[src/rtl/cond_inv_seq.sv]
// cond_inv_seq: chunk-serial conditional inverter (pass / invert / negate / xor).
// Processes CHUNK bits per cycle, rippling a carry between chunks so that
// negation needs no full-width adder.
// Optional macro COND_INV_OVF_DETECT_EN: flags negation of the most-negative value.
module cond_inv_seq #(
    parameter int WIDTH = 16,
    parameter int CHUNK = 4
) (
    input  logic             clkpos,
    input  logic             rstneg,
    input  logic             vdd,
    input  logic             vss,
    input  logic             in_valid,
    output logic             in_ready,
    input  logic [WIDTH-1:0] a,
    input  logic [WIDTH-1:0] b,
    input  logic [1:0]       mode,
    output logic             out_valid,
    input  logic             out_ready,
    output logic [WIDTH-1:0] out,
    output logic             cout,
    output logic             busy,
    output logic             ovf
);

    localparam int NCHUNK = WIDTH / CHUNK;
    localparam int CW     = (NCHUNK > 1) ? $clog2(NCHUNK) : 1;

    typedef enum logic [1:0] {IDLE, RUN, HOLD} state_t;

    state_t           state;
    logic [WIDTH-1:0] a_q, b_q;
    logic [1:0]       mode_q;
    logic             carry;
    logic [CW-1:0]    cnt;

    logic [CHUNK-1:0] a_sl, b_sl, op_sl;
    logic [CHUNK:0]   sum;
    logic             last, accept, finish;

    // Supply rails carry no logic function.
    logic unused_rails;
    assign unused_rails = vdd ^ vss;

    assign in_ready  = (state == IDLE);
    assign out_valid = (state == HOLD);
    assign busy      = (state != IDLE);

    assign accept = (state == IDLE) && in_valid;
    assign last   = (cnt == CW'(NCHUNK - 1));
    assign finish = (state == RUN) && last;

    assign a_sl = a_q[cnt*CHUNK +: CHUNK];
    assign b_sl = b_q[cnt*CHUNK +: CHUNK];

    // Per-chunk operand selection and carry-in add.
    always_comb begin
        op_sl = a_sl;
        case (mode_q)
            2'b00:   op_sl = a_sl;
            2'b01,
            2'b10:   op_sl = ~a_sl;
            2'b11:   op_sl = a_sl ^ b_sl;
            default: op_sl = a_sl;
        endcase
        sum = {1'b0, op_sl} + {{CHUNK{1'b0}}, carry};
    end

    // Control FSM and result datapath; one chunk retired per RUN cycle.
    always_ff @(posedge clkpos or negedge rstneg) begin
        if (!rstneg) begin
            state  <= IDLE;
            out    <= '0;
            cout   <= 1'b0;
            carry  <= 1'b0;
            cnt    <= '0;
            a_q    <= '0;
            b_q    <= '0;
            mode_q <= 2'b00;
        end else begin
            case (state)
                IDLE: begin
                    if (in_valid) begin
                        a_q    <= a;
                        b_q    <= b;
                        mode_q <= mode;
                        out    <= '0;
                        cout   <= 1'b0;
                        // +1 of two's complement enters as the chunk-0 carry-in.
                        carry  <= (mode == 2'b10);
                        cnt    <= '0;
                        state  <= RUN;
                    end
                end
                RUN: begin
                    out[cnt*CHUNK +: CHUNK] <= sum[CHUNK-1:0];
                    carry <= sum[CHUNK];
                    cnt   <= cnt + 1'b1;
                    if (last) begin
                        cout  <= sum[CHUNK];
                        state <= HOLD;
                    end
                end
                HOLD: begin
                    if (out_ready) state <= IDLE;
                end
                default: state <= IDLE;
            endcase
        end
    end

`ifdef COND_INV_OVF_DETECT_EN
    logic ovf_flag;

    // Overflow flag: captured on accept, published when the result lands.
    always_ff @(posedge clkpos or negedge rstneg) begin
        if (!rstneg) begin
            ovf_flag <= 1'b0;
            ovf      <= 1'b0;
        end else if (accept) begin
            ovf_flag <= (mode == 2'b10) && (a == {1'b1, {(WIDTH-1){1'b0}}});
            ovf      <= 1'b0;
        end else if (finish) begin
            ovf      <= ovf_flag;
        end
    end
`else
    assign ovf = 1'b0;
`endif

endmodule

[config.mk]
export PLATFORM = sky130hd
export DESIGN_NAME = cond_inv_seq
export DESIGN_NICKNAME = d
export VERILOG_FILES = /design/src/rtl/cond_inv_seq.sv
export SDC_FILE = /design/constraint.sdc
export NUM_CORES = 1
export LEC_CHECK = 0
export CAP_MARGIN = 5
export CORE_MARGIN = 5
export CORE_UTILIZATION = 45
export CTS_BUF_LIST = sky130_fd_sc_hd__clkbuf_16
export CTS_CLUSTER_DIAMETER = 100
export DETAILED_ROUTE_END_ITERATION = 8
export PLACE_DENSITY = 0.82
export SETUP_SLACK_MARGIN = 0.2
export SYNTH_ARGS = -nofsm -noshare
export SYNTH_HDL_FRONTEND = slang
export SYNTH_SLANG_ARGS = --single-unit
[constraint.sdc]
create_clock -name clkpos -period 2.66 [get_ports clkpos]
set_clock_uncertainty 0.05 [all_clocks]
set_input_delay 0.266 -clock clkpos [delete_from_list [all_inputs] [get_ports clkpos]]
set_output_delay 0.266 -clock clkpos [all_outputs]
set_load 0.005 [all_outputs]
==> impl_metrics.py <==
metrics = {
    "status": {
        "outcome": "completed",
    },
    "global_route": {
        "grt_start_max_net_pins": 57,
        "grt_pass1_wl_mm": 10.2,
        "antenna_found_initial": 0,
        "grt_pass1_vias": 2162,
        "grt_usage_pct": 16.9,
        "overflow": 0,
    },
    "cells_and_area": {
        "num_antenna_cells": 0,
        "nets": 388,
        "register_area_mm2": 0.00140,
        "area_growth_pct": 29.6,
        "final_area_mm2": 0.00359,
        "drive_gt1_share_pct": 9.71,
        "nFillCells": 504,
        "multi_input_area_mm2": 0.00127,
    },
    "clocking": {
        "clock_sinks": 56,
        "cts_buffers": 5,
        "clk_pin_slew_worst_paths_ns": 0.07,
        "clockRootBuffer": "clkbuf_16",
        "clock_latency_ns": 0.29,
        "htreeDepth": 2,
        "cts.path.max_buffers": 2,
        "cts_tree": "built",
    },
    "critical_path": {
        "setup.worst_path.end_class": "register",
        "path_cells": "mux4_2 -> nor3b_1 -> o21ai_1 -> nand2_1 -> ha_1 -> ha_2 -> xor2_2 -> a22o_1",
        "cp.required_ns": 2.79,
        "r2r-start": "cnt[0]",
        "crit_fanout": 6,
        "cp.arrival_ns": 2.46,
        "slowest_delay_ns": 0.55,
        "cp_slowest_cell": "mux4_2",
        "ff2ff_setup_slack_ns": 0.33,
        "rr_endpoint": "out[6]",
        "crit_path_start_kind": "register",
        "r2r_cells": 8,
        "crit_type": "reg -> reg",
    },
    "floorplan": {
        "core_mm2": 0.00596,
        "initial_core_util_pct": 46.5,
        "die_w_um": 88.4,
        "dieArea_mm2": 0.00782,
        "rows": 28,
        "die_h_um": 88.4,
        "ios": 61,
    },
    "pwr": {
        "clkPwrFrac_pct": 15.3,
        "ir_drop_v": 0.000558,
        "power_density_mw_per_mm2": 1160,
        "pwr-share-seq_pct": 33.9,
        "intPower_mw": 2.51,
        "switching_share_pct": 39.6,
        "p_sw_mw": 1.65,
        "total_power_mw": 4.16,
        "power_frac_comb_pct": 50.8,
        "total_leakage_power_nw": 1.71,
    },
    "placement": {
        "place_congestion": 0.805,
        "port_buffers": 57,
        "hpwl_mm": 4.52,
        "placed_area_mm2": 0.00343,
    },
    "route": {
        "vias": 2143,
        "dr.pass1.iters": 4,
        "drt_iter0_drc": 70,
        "antenna_left": 0,
        "wire_per_inst_um": 14.6,
        "wl_mm": 6.07,
        "drcViolationCount": 0,
        "drt-vias-per-instance": 5.16,
    },
    "sta": {
        "fin_crit_sh_pct": 87.7,
        "hold_viol_final": 0,
        "fmax_mhz": 429,
        "worstMarginPinSlew_ns": 0.704,
        "slew_violations": 0,
        "finalSetupTns_ns": 0,
        "finalSetupViolCount": 0,
        "rsz0062_at_grt": "false",
        "min_period_ns": 2.33,
        "slew-limit-headroom_pct": 53.1,
    },
    "synthesis": {
        "synth.distinct_cells": 34,
        "synth_edf_count": 0,
        "syn_area_per_cell_um2": 9.99,
        "synth_flop_cell": "dfrtp_1",
        "synthArstFlopShare_pct": 100,
        "synthesis.nets": 326,
        "syn_inst": 277,
        "synth_area_mm2": 0.00277,
        "ys.warnings.count": 0,
        "yosysSeqAreaShare_pct": 50.6,
        "ys_seq_elements": 56,
    },
    "job": {
        "drv_cap": 0,
    },
    "min_path": {
        "hold_class": "in -> async",
    },
}
[worst max-delay path by stage]
stage | from | endpoint
after CTS | cnt[0] | out[6]
after global routing | cnt[0] | out[15]
after floorplan | cnt[0] | out[2]
after detailed placement | cnt[0] | out[6]
after global placement | cnt[0] | out[2]
final | cnt[0] | out[6]
[sequential cells by signal, summed over array words and instances (netlist names)]
signal and flops:
a_q 16, b_q 16, carry 1, cnt 2, cout 1, mode_q 2, out 16, state 2
[cells in the mapped netlist, drive strengths merged, types with 2 or more instances]
| library cell | n | share of area (%) |
|---|---|---|
| a211o | 4 | 1.3 |
| a21oi | 5 | 0.90 |
| a22o | 12 | 3.8 |
| and3 | 4 | 0.90 |
| buf | 7 | 1.5 |
| clkbuf | 6 | 0.81 |
| dfrtp | 56 | 51 |
| ha | 9 | 4.1 |
| inv | 8 | 1.1 |
| mux2i | 4 | 1.9 |
| mux4 | 8 | 6.9 |
| nand2 | 107 | 15 |
| nand2b | 2 | 0.45 |
| nand3 | 11 | 2.7 |
| nand3b | 7 | 1.9 |
| nand4 | 4 | 0.90 |
| nor2 | 2 | 0.27 |
| nor2b | 4 | 0.90 |
| nor3b | 3 | 0.81 |
| o21ai | 7 | 1.3 |
[metrics by stage]
step | setup WS [ns] | instances | hold WS (ns) | util (%)
after global placement | 0.241 | 405 | 0.388 | 57.6
after global routing | 0.229 | 415 | 0.136 | 60.2
after CTS | 0.242 | 413 | 0.0878 | 60.0
after floorplan | 0.220 | 277 | -0.0796 | -
after detailed placement | 0.164 | 405 | 0.393 | 57.6
final | 0.328 | 415 | 0.0486 | 60.2
[layer usage]
layer	wire, µm	global-route usage [%]	vias up
met5	0	0	-
met2	3000	28.3	54
met1	2710	22.3	1014
met4	93	4.95	0
met3	278	3.26	10
li1	-	-	1065
[power by group through the flow]
stage          sequential (mW)  combinational, mW  clock [mW]
6_report                  1.41               2.11       0.637
5_1_grt                   1.46               2.35       0.680
4_1_cts                   1.41               2.10       0.646
3_5_place_dp              1.43               2.07           0
3_3_place_gp              1.41               2.00           0
2_1_floorplan             1.35               1.49           0
[cells by family after synthesis]
logic type	share of synthesized area, %
AND/OR/NAND/NOR	23.8
flip-flops	50.6
XOR/XNOR	0.588
buffers and inverters	3.39
other	0.135
adder cells (fa/ha/maj)	4.07
multiplexers	8.82
AO/OA/AOI/OAI	8.54
[cell type report]
type                       instances  share of cell area (%)
clock inverter                     3                   0.419
sequential                        56                    39.1
multi-input combinational        200                    35.5
inverter                           8                   0.837
tap                               75                    2.62
timing repair buffer              68                    18.1
clock buffer                       5                    3.49
[cells in the final DEF (no fill, tap or decap), types with 2 or more instances in the layout]
cell,netlist,layout
a211o_1,4,4
a21oi_1,5,5
a22o_1,12,12
and3_1,4,4
buf_4,1,11
clkbuf_16,0,5
clkdlybuf4s50_1,0,56
dfrtp_1,56,55
ha_1,9,8
inv_1,8,9
mux2i_1,3,3
mux4_1,3,2
mux4_2,5,6
nand2_1,107,107
nand2b_1,2,2
nand3_1,7,7
nand3_2,4,4
nand3b_1,7,7
nand4_1,4,4
nor2_1,2,2
nor2b_1,4,4
nor3b_1,3,3
o21ai_0,6,5
o21ai_1,1,2
[timing repair]
| action | in CTS | in global routing |
|---|---|---|
| resized for setup | 1 | 2 |
| hold buffers | 0 | 0 |
| setup endpoints to repair | 4 | 6 |
| buffers inserted | 0 | 2 |
[critical path: cells and delay by family, from the launching register on]
kind,cells,cell delay (ns)
muxes,1,0.55
DFF,1,0.44
adders and majority gates,2,0.40
AOI/OAI and AO/OA,2,0.35
and+or+nand+nor,2,0.23
xor gates and xnor gates,1,0.20
No activity file was read; power rests on OpenSTA's default activity.
